`src/rtl/visaccum_pkg.sv`:
```
// rtl/visaccum_pkg.sv - shared state encoding and address-width helper for the visibility accumulator
package visaccum_pkg;

    typedef enum logic [1:0] {
        ST_IDLE  = 2'd0,
        ST_ARMED = 2'd1,
        ST_RUN   = 2'd2
    } state_e;

    // Width of a word index covering 0..n-1; never below one bit.
    function automatic int calc_abits(input int n);
        return (n <= 2) ? 1 : $clog2(n);
    endfunction

endpackage

```
`src/rtl/visaccum_ctrl_pass_counter.sv`:
```
// rtl/visaccum_ctrl_pass_counter.sv - word-index / pass-index counter pair with wrap and block flags
module pass_counter
    import visaccum_pkg::*;
#(
    parameter int NSUMS = 1024,
    parameter int ABITS = calc_abits(NSUMS),
    parameter int CBITS = 16
) (
    input  logic             clock_i,
    input  logic             reset_ni,
    input  logic             start_i,
    input  logic             clear_i,
    input  logic             step_i,
    input  logic [CBITS-1:0] nlat_i,
    output logic [ABITS-1:0] widx_o,
    output logic             first_o,
    output logic             last_o,
    output logic             final_o
);

    logic [ABITS-1:0] widx_q, widx_d, base_widx;
    logic [CBITS-1:0] pcnt_q, pcnt_d, base_pcnt;
    logic             wrap;

    // A start evaluates the current word as word 0 of pass 0, whatever the registers hold.
    assign base_widx = start_i ? '0 : widx_q;
    assign base_pcnt = start_i ? '0 : pcnt_q;
    assign wrap      = (base_widx == ABITS'(NSUMS - 1));
    assign first_o   = (base_pcnt == '0);
    assign last_o    = (base_pcnt == nlat_i - CBITS'(1));
    assign final_o   = wrap && last_o;
    assign widx_o    = widx_q;

    always_comb begin
        widx_d = widx_q;
        pcnt_d = pcnt_q;
        if (step_i) begin
            if (wrap) begin
                widx_d = '0;
                pcnt_d = final_o ? '0 : base_pcnt + CBITS'(1);
            end else begin
                widx_d = base_widx + ABITS'(1);
                pcnt_d = base_pcnt;
            end
        end else if (clear_i) begin
            widx_d = '0;
            pcnt_d = '0;
        end
    end

    always_ff @(posedge clock_i or negedge reset_ni) begin
        if (!reset_ni) begin
            widx_q <= '0;
            pcnt_q <= '0;
        end else begin
            widx_q <= widx_d;
            pcnt_q <= pcnt_d;
        end
    end

endmodule

```
`src/rtl/visaccum_ctrl.sv`:
```
// rtl/visaccum_ctrl.sv - frames correlator partial-visibility words into accumulation blocks
module visaccum_ctrl
    import visaccum_pkg::*;
#(
    parameter int IBITS = 7,
    parameter int NSUMS = 1024,
    parameter int CBITS = 16
) (
    input  logic             clock_i,
    input  logic             reset_ni,
    input  logic             enable_i,
    input  logic [CBITS-1:0] count_i,
    input  logic             valid_i,
    input  logic             sof_i,
    input  logic [IBITS-1:0] data_i,
    output logic             valid_o,
    output logic             first_o,
    output logic             last_o,
    output logic [IBITS-1:0] data_o,
    output logic             busy_o,
    output logic             done_o,
    output logic             desync_o,
    output logic [15:0]      blocks_o
);

    localparam int ABITS = calc_abits(NSUMS);

    state_e           state_q, state_d;
    logic [CBITS-1:0] nlat_q, nlat_d, nlat_sampled, nlat_eff;
    logic [ABITS-1:0] widx;
    logic             start, clear, fwd, pc_first, pc_last, pc_final;
    logic             done_d, desync_d;
    logic [15:0]      blocks_d;
    logic             valid_q, first_q, last_q, busy_q, done_q, desync_q;
    logic [IBITS-1:0] data_q;
    logic [15:0]      blocks_q;

    assign nlat_sampled = (count_i == '0) ? CBITS'(1) : count_i;
    assign nlat_eff     = start ? nlat_sampled : nlat_q;

    pass_counter #(.NSUMS(NSUMS), .ABITS(ABITS), .CBITS(CBITS)) u_pass_counter (
        .clock_i  (clock_i),
        .reset_ni (reset_ni),
        .start_i  (start),
        .clear_i  (clear),
        .step_i   (fwd),
        .nlat_i   (nlat_eff),
        .widx_o   (widx),
        .first_o  (pc_first),
        .last_o   (pc_last),
        .final_o  (pc_final)
    );

    always_comb begin
        state_d  = state_q;
        nlat_d   = nlat_q;
        start    = 1'b0;
        clear    = 1'b0;
        fwd      = 1'b0;
        done_d   = 1'b0;
        desync_d = desync_q;
        blocks_d = blocks_q;
        case (state_q)
            ST_IDLE: begin
                if (enable_i) state_d = ST_ARMED;
            end
            ST_ARMED: begin
                if (!enable_i) begin
                    state_d = ST_IDLE;
                end else if (valid_i && sof_i) begin
                    start   = 1'b1;
                    fwd     = 1'b1;
                    nlat_d  = nlat_sampled;
                    state_d = ST_RUN;
                end
            end
            ST_RUN: begin
                if (valid_i) begin
                    // Misaligned sof abandons the block; a sof word restarts at once.
                    if (sof_i != (widx == '0)) begin
                        desync_d = 1'b1;
                        clear    = 1'b1;
                        if (sof_i) begin
                            start  = 1'b1;
                            fwd    = 1'b1;
                            nlat_d = nlat_sampled;
                        end else begin
                            state_d = ST_ARMED;
                        end
                    end else begin
                        fwd = 1'b1;
                    end
                end
            end
            default: state_d = ST_IDLE;
        endcase
        if (fwd && pc_final) begin
            done_d   = 1'b1;
            blocks_d = blocks_q + 16'd1;
            state_d  = enable_i ? ST_ARMED : ST_IDLE;
        end
    end

    always_ff @(posedge clock_i or negedge reset_ni) begin
        if (!reset_ni) begin
            state_q  <= ST_IDLE;
            nlat_q   <= CBITS'(1);
            valid_q  <= 1'b0;
            first_q  <= 1'b0;
            last_q   <= 1'b0;
            data_q   <= '0;
            busy_q   <= 1'b0;
            done_q   <= 1'b0;
            desync_q <= 1'b0;
            blocks_q <= '0;
        end else begin
            state_q  <= state_d;
            nlat_q   <= nlat_d;
            valid_q  <= fwd;
            first_q  <= fwd && pc_first;
            last_q   <= fwd && pc_last;
            data_q   <= data_i;
            busy_q   <= (state_d != ST_IDLE);
            done_q   <= done_d;
            desync_q <= desync_d;
            blocks_q <= blocks_d;
        end
    end

    assign valid_o  = valid_q;
    assign first_o  = first_q;
    assign last_o   = last_q;
    assign data_o   = data_q;
    assign busy_o   = busy_q;
    assign done_o   = done_q;
    assign desync_o = desync_q;
    assign blocks_o = blocks_q;

endmodule
```
`config.mk`:
```
export PLATFORM = sky130hd
export DESIGN_NAME = visaccum_ctrl
export DESIGN_NICKNAME = d
export VERILOG_FILES = /design/src/rtl/visaccum_pkg.sv /design/src/rtl/visaccum_ctrl_pass_counter.sv /design/src/rtl/visaccum_ctrl.sv
export SDC_FILE = /design/constraint.sdc
export NUM_CORES = 1
export LEC_CHECK = 0
export CORE_AREA = 2 2 94 96
export CTS_CLUSTER_DIAMETER = 200
export DETAILED_ROUTE_END_ITERATION = 16
export DIE_AREA = 0 0 96 98
export GPL_TIMING_DRIVEN = 0
export PLACE_DENSITY = 0.79
export SYNTH_ARGS = -nofsm -noshare
export SYNTH_HDL_FRONTEND = slang
export SYNTH_SLANG_ARGS = --single-unit
```
`constraint.sdc`:
```
create_clock -name clock_i -period 5.98 [get_ports clock_i]
set_clock_uncertainty 0.15 [all_clocks]
set_input_delay 1.495 -clock clock_i [delete_from_list [all_inputs] [get_ports clock_i]]
set_output_delay 1.495 -clock clock_i [all_outputs]
set_load 0.1 [all_outputs]
```
==> key figures <==
Synth
  – Cell variety after synth: 72
  – Syn_nets: 529
  – FF+latch count, synth: 73
  – Cell area after synthesis: 4560 um2
  – Sequential-to-total area share from yosys stat: 40.1%
  – Top-area cell type share of the netlist area: 39.5%
  – Synth top area cells: dfrtp_1, xnor2_1, mux2_2
  – Largest area contributor in the netlist: dfrtp_1
  – Avg Cell Area, Syn: 9.31 um2
  – FFs w/ async S/R, synth: 100%
  – Top FF cell, synth: dfrtp_1
  – Warnings from Yosys: 0
  – EDFF count, synth: 0
  – Syn Inst Count: 490

Worst setup path
  – Crit-path cells: dlygate4sd2_1 > ha_1 > a32o_1 > nand3_2 > clkbuf_8 > clkbuf_4 > clkbuf_4 > and2_1 > ha_1 > nand3_2 > or3_4 > or3_1 > a211oi_1 > or4b_4 > buf_6 > buf_2 > a32oi_1 > o21ai_1
  – Crit Path Max Fanout: 10
  – Crit path kind: primary input to register
  – CP Launch Type: primary input
  – Slowest stage cell, crit path: or4b_4
  – CP max stage delay: 0.50 ns
  – CP endpoint kind: register
  – Critical Path RT: 6.06 ns
  – Worst path arrival time: 5.79 ns

CTS
  – Max Buffers Root-to-Sink: 2
  – PostCTS Resize Cnt: 10
  – # clock sinks: 73
  – Clk_lat worst skew: 0.37 ns
  – TritonCTS clock tree: yes
  – H-tree levels: 3
  – Hold-fix buffers, CTS: 0
  – Post-CTS setup repair buffer count: 0
  – Root buffer cell: clkbuf_8
  – Num CTS Buffers: 9
  – Reg clk slew, reported paths: 0.08 ns

Timing
  – Post-route clock period utilization: 95.4%
  – Max Slew Vio Count: 0
  – Min Tclk post-route: 5.70 ns
  – Maximum clock rate: 0.175 GHz
  – Final hold viol count: 0
  – Worst-Margin Slew: 1.00 ns
  – Setup ws final: 0.277 ns
  – Relative slew slack: 33.1%
  – WHS: 0.332 ns
  – Endpoints failing setup: 0
  – Unrepaired setup endpoints after global routing: false

Routing
  – Final ANT Viol Nets: 0
  – Wirelength, routed: 12.3 mm
  – Via count: 4,252
  – Via density: 6.35
  – DRC: 0
  – 1st-pass router iterations: 5
  – Detailed router's first-iteration violation count: 374
  – Routed len/inst: 18.4 um

Cells and area
  – Fin cells: 670
  – Diodes inserted: 0
  – Share of post-route cells with drive strength above 1: 11.9%
  – Area of the multi-input gates: 2620 um2
  – Most frequent cells in the layout: dfrtp_1, clkdlybuf4s50_1, nand2_1, nor2_1, nand3_1
  – Commonest non-fill, non-tap cell in the layout: dfrtp_1
  – Final core utilization: 65.1%
  – Nets@finish: 597
  – Fillers: 669
  – Area Growth Syn to Fin: 20.9%
  – FF/Latch Area: 1830 um2

Power
  – P per Cell Area: 328 nW/um2
  – LEAKAGE: 2.21 nW
  – VDD IR max: 0.000147 V

GRT
  – Number of antenna violations at the first check in global routing: 0
  – Gr ovfl total: 0
  – Vias in the first global route: 3,961
  – Global-route wire length before repair: 19.9 mm
  – Total GRT Usage: 26.9%
  – Largest net degree at the start of global routing: 61

Min path
  – Hold Path Class: register to register

Run status
  – Status: finished clean

Place
  – Final Wtd Congestion: 0.970
  – Place WS: -1.32 ns
  – Port Buffers: 55
  – DPL Wire Length: 8.89 mm
  – Cell total after placement: 654

Floorplan
  – Width of the die: 96 um
  – Die Y: 98 um
  – Initial Util: 53.9%
  – Die ar.: 9410 um2
  – Rows: 34
  – IO Pins: 57
  – Core area: 8470 um2

Run
  – Max-Cap Viols: 0
metal layers:
| layer | up-vias | GRT usage [%] | share of wire, % |
|---|---|---|---|
| met2 | 192 | 40.3 | 47 |
| met4 | 0 | 9.89 | 2.4 |
| li1 | 1958 | - | - |
| met1 | 2068 | 38.9 | 44 |
| met5 | - | 0 | 0 |
| met3 | 34 | 4.86 | 7.1 |
cell type report:
cell class / count / area share [%]
Clock inverter: 5 / 1.02
Buffer: 23 / 2.18
Sequential cell: 73 / 33.2
Timing Repair Buffer: 57 / 10.5
Tap cell: 108 / 2.45
Multi-Input combinational cell: 383 / 47.4
Inverter: 11 / 0.749
Clock buffer: 10 / 2.50
through the flow:
stage	TNS, ns	instance area, um2	total power (W)
floorplan	0	4560	0.00120
global placement	-41.60	5250	0.00136
detailed placement	-44.59	5270	0.00140
CTS	0	5490	0.00180
global route	0	5510	0.00190
finish	0	5510	0.00181
registers in the layout, summed over array words and instances, names as in the netlist:
name	count
data_o	7
busy_o	1
u_pass_counter.widx_o	10
valid_o	1
u_pass_counter.pcnt_q	16
state_q	2
last_o	1
desync_o	1
first_o	1
done_o	1
nlat_q	16
blocks_o	16
worst paths after layout:
check	startpoint	to	slack (ns)	cells after the start
hold / removal	blocks_o[15]$_DFFE_PN0P_	blocks_o[15]$_DFFE_PN0P_	0.33	1
min in group asynchronous	reset_ni	nlat_q[11]$_DFFE_PN0P_	0.83	1
max in group asynchronous	reset_ni	u_pass_counter.pcnt_q[9]$_DFFE_PN0P_	4.28	2
setup / recovery	sof_i	u_pass_counter.pcnt_q[12]$_DFFE_PN0P_	0.28	18
setup reg to reg	u_pass_counter.widx_o[1]$_DFFE_PN0P_	u_pass_counter.pcnt_q[12]$_DFFE_PN0P_	0.71	19
hold reg to reg	blocks_o[15]$_DFFE_PN0P_	blocks_o[15]$_DFFE_PN0P_	0.33	1
power breakdown:
group / internal [W] / total [W] / switching (W)
Sequential: 0.000576 / 0.000686 / 0.000110
Combinational: 0.000293 / 0.000722 / 0.000429
Clock: 0.000201 / 0.000399 / 0.000198
Total: 0.00107 / 0.00181 / 0.000738
worst max-delay path: cells and delay by family:
family / cells / cell delay (ns)
buffers and inverters: 6 / 1.36
and+or+nand+nor: 6 / 1.77
AOI/OAI and AO/OA: 4 / 0.68
adders and majority gates: 2 / 0.45
cells by family (layout without fill, tap and decap cells):
group,count (synthesis),after routing,synth area share (%)
AND/OR/NAND/NOR,225,225,27.6
AO/OA/AOI/OAI,90,90,14.3
flip-flops,73,73,40.1
XOR/XNOR,39,39,7.49
buffers and inverters,34,106,3.15
multiplexers,18,18,4.39
adder cells (fa/ha/maj),11,11,3.02
synth_stat cells, drive strengths merged, types with 2 or more instances:
cell / count
a31oi: 5
o41ai: 2
xor2: 12
dfrtp: 72
o31ai: 4
or4b: 2
a21o: 5
and4: 3
nor2: 33
o21ai: 25
nand2: 45
nor4: 15
inv: 11
o2111ai: 3
nand3b: 3
ha: 11
a21oi: 14
nor3: 20
nor2b: 3
a22oi: 2
nand4b: 4
xnor2: 27
nor4b: 3
or3: 4
o221ai: 2
mux2: 16
buf: 7
nand4: 24
nand3: 30
a22o: 2
and2: 11
clkbuf: 16
o311ai: 4
or4: 5
mux2i: 2
a211oi: 3
and3: 10
a211o: 2
a32oi: 4
nand2b: 8
Note: power is estimated with default switching activity, not from simulation.
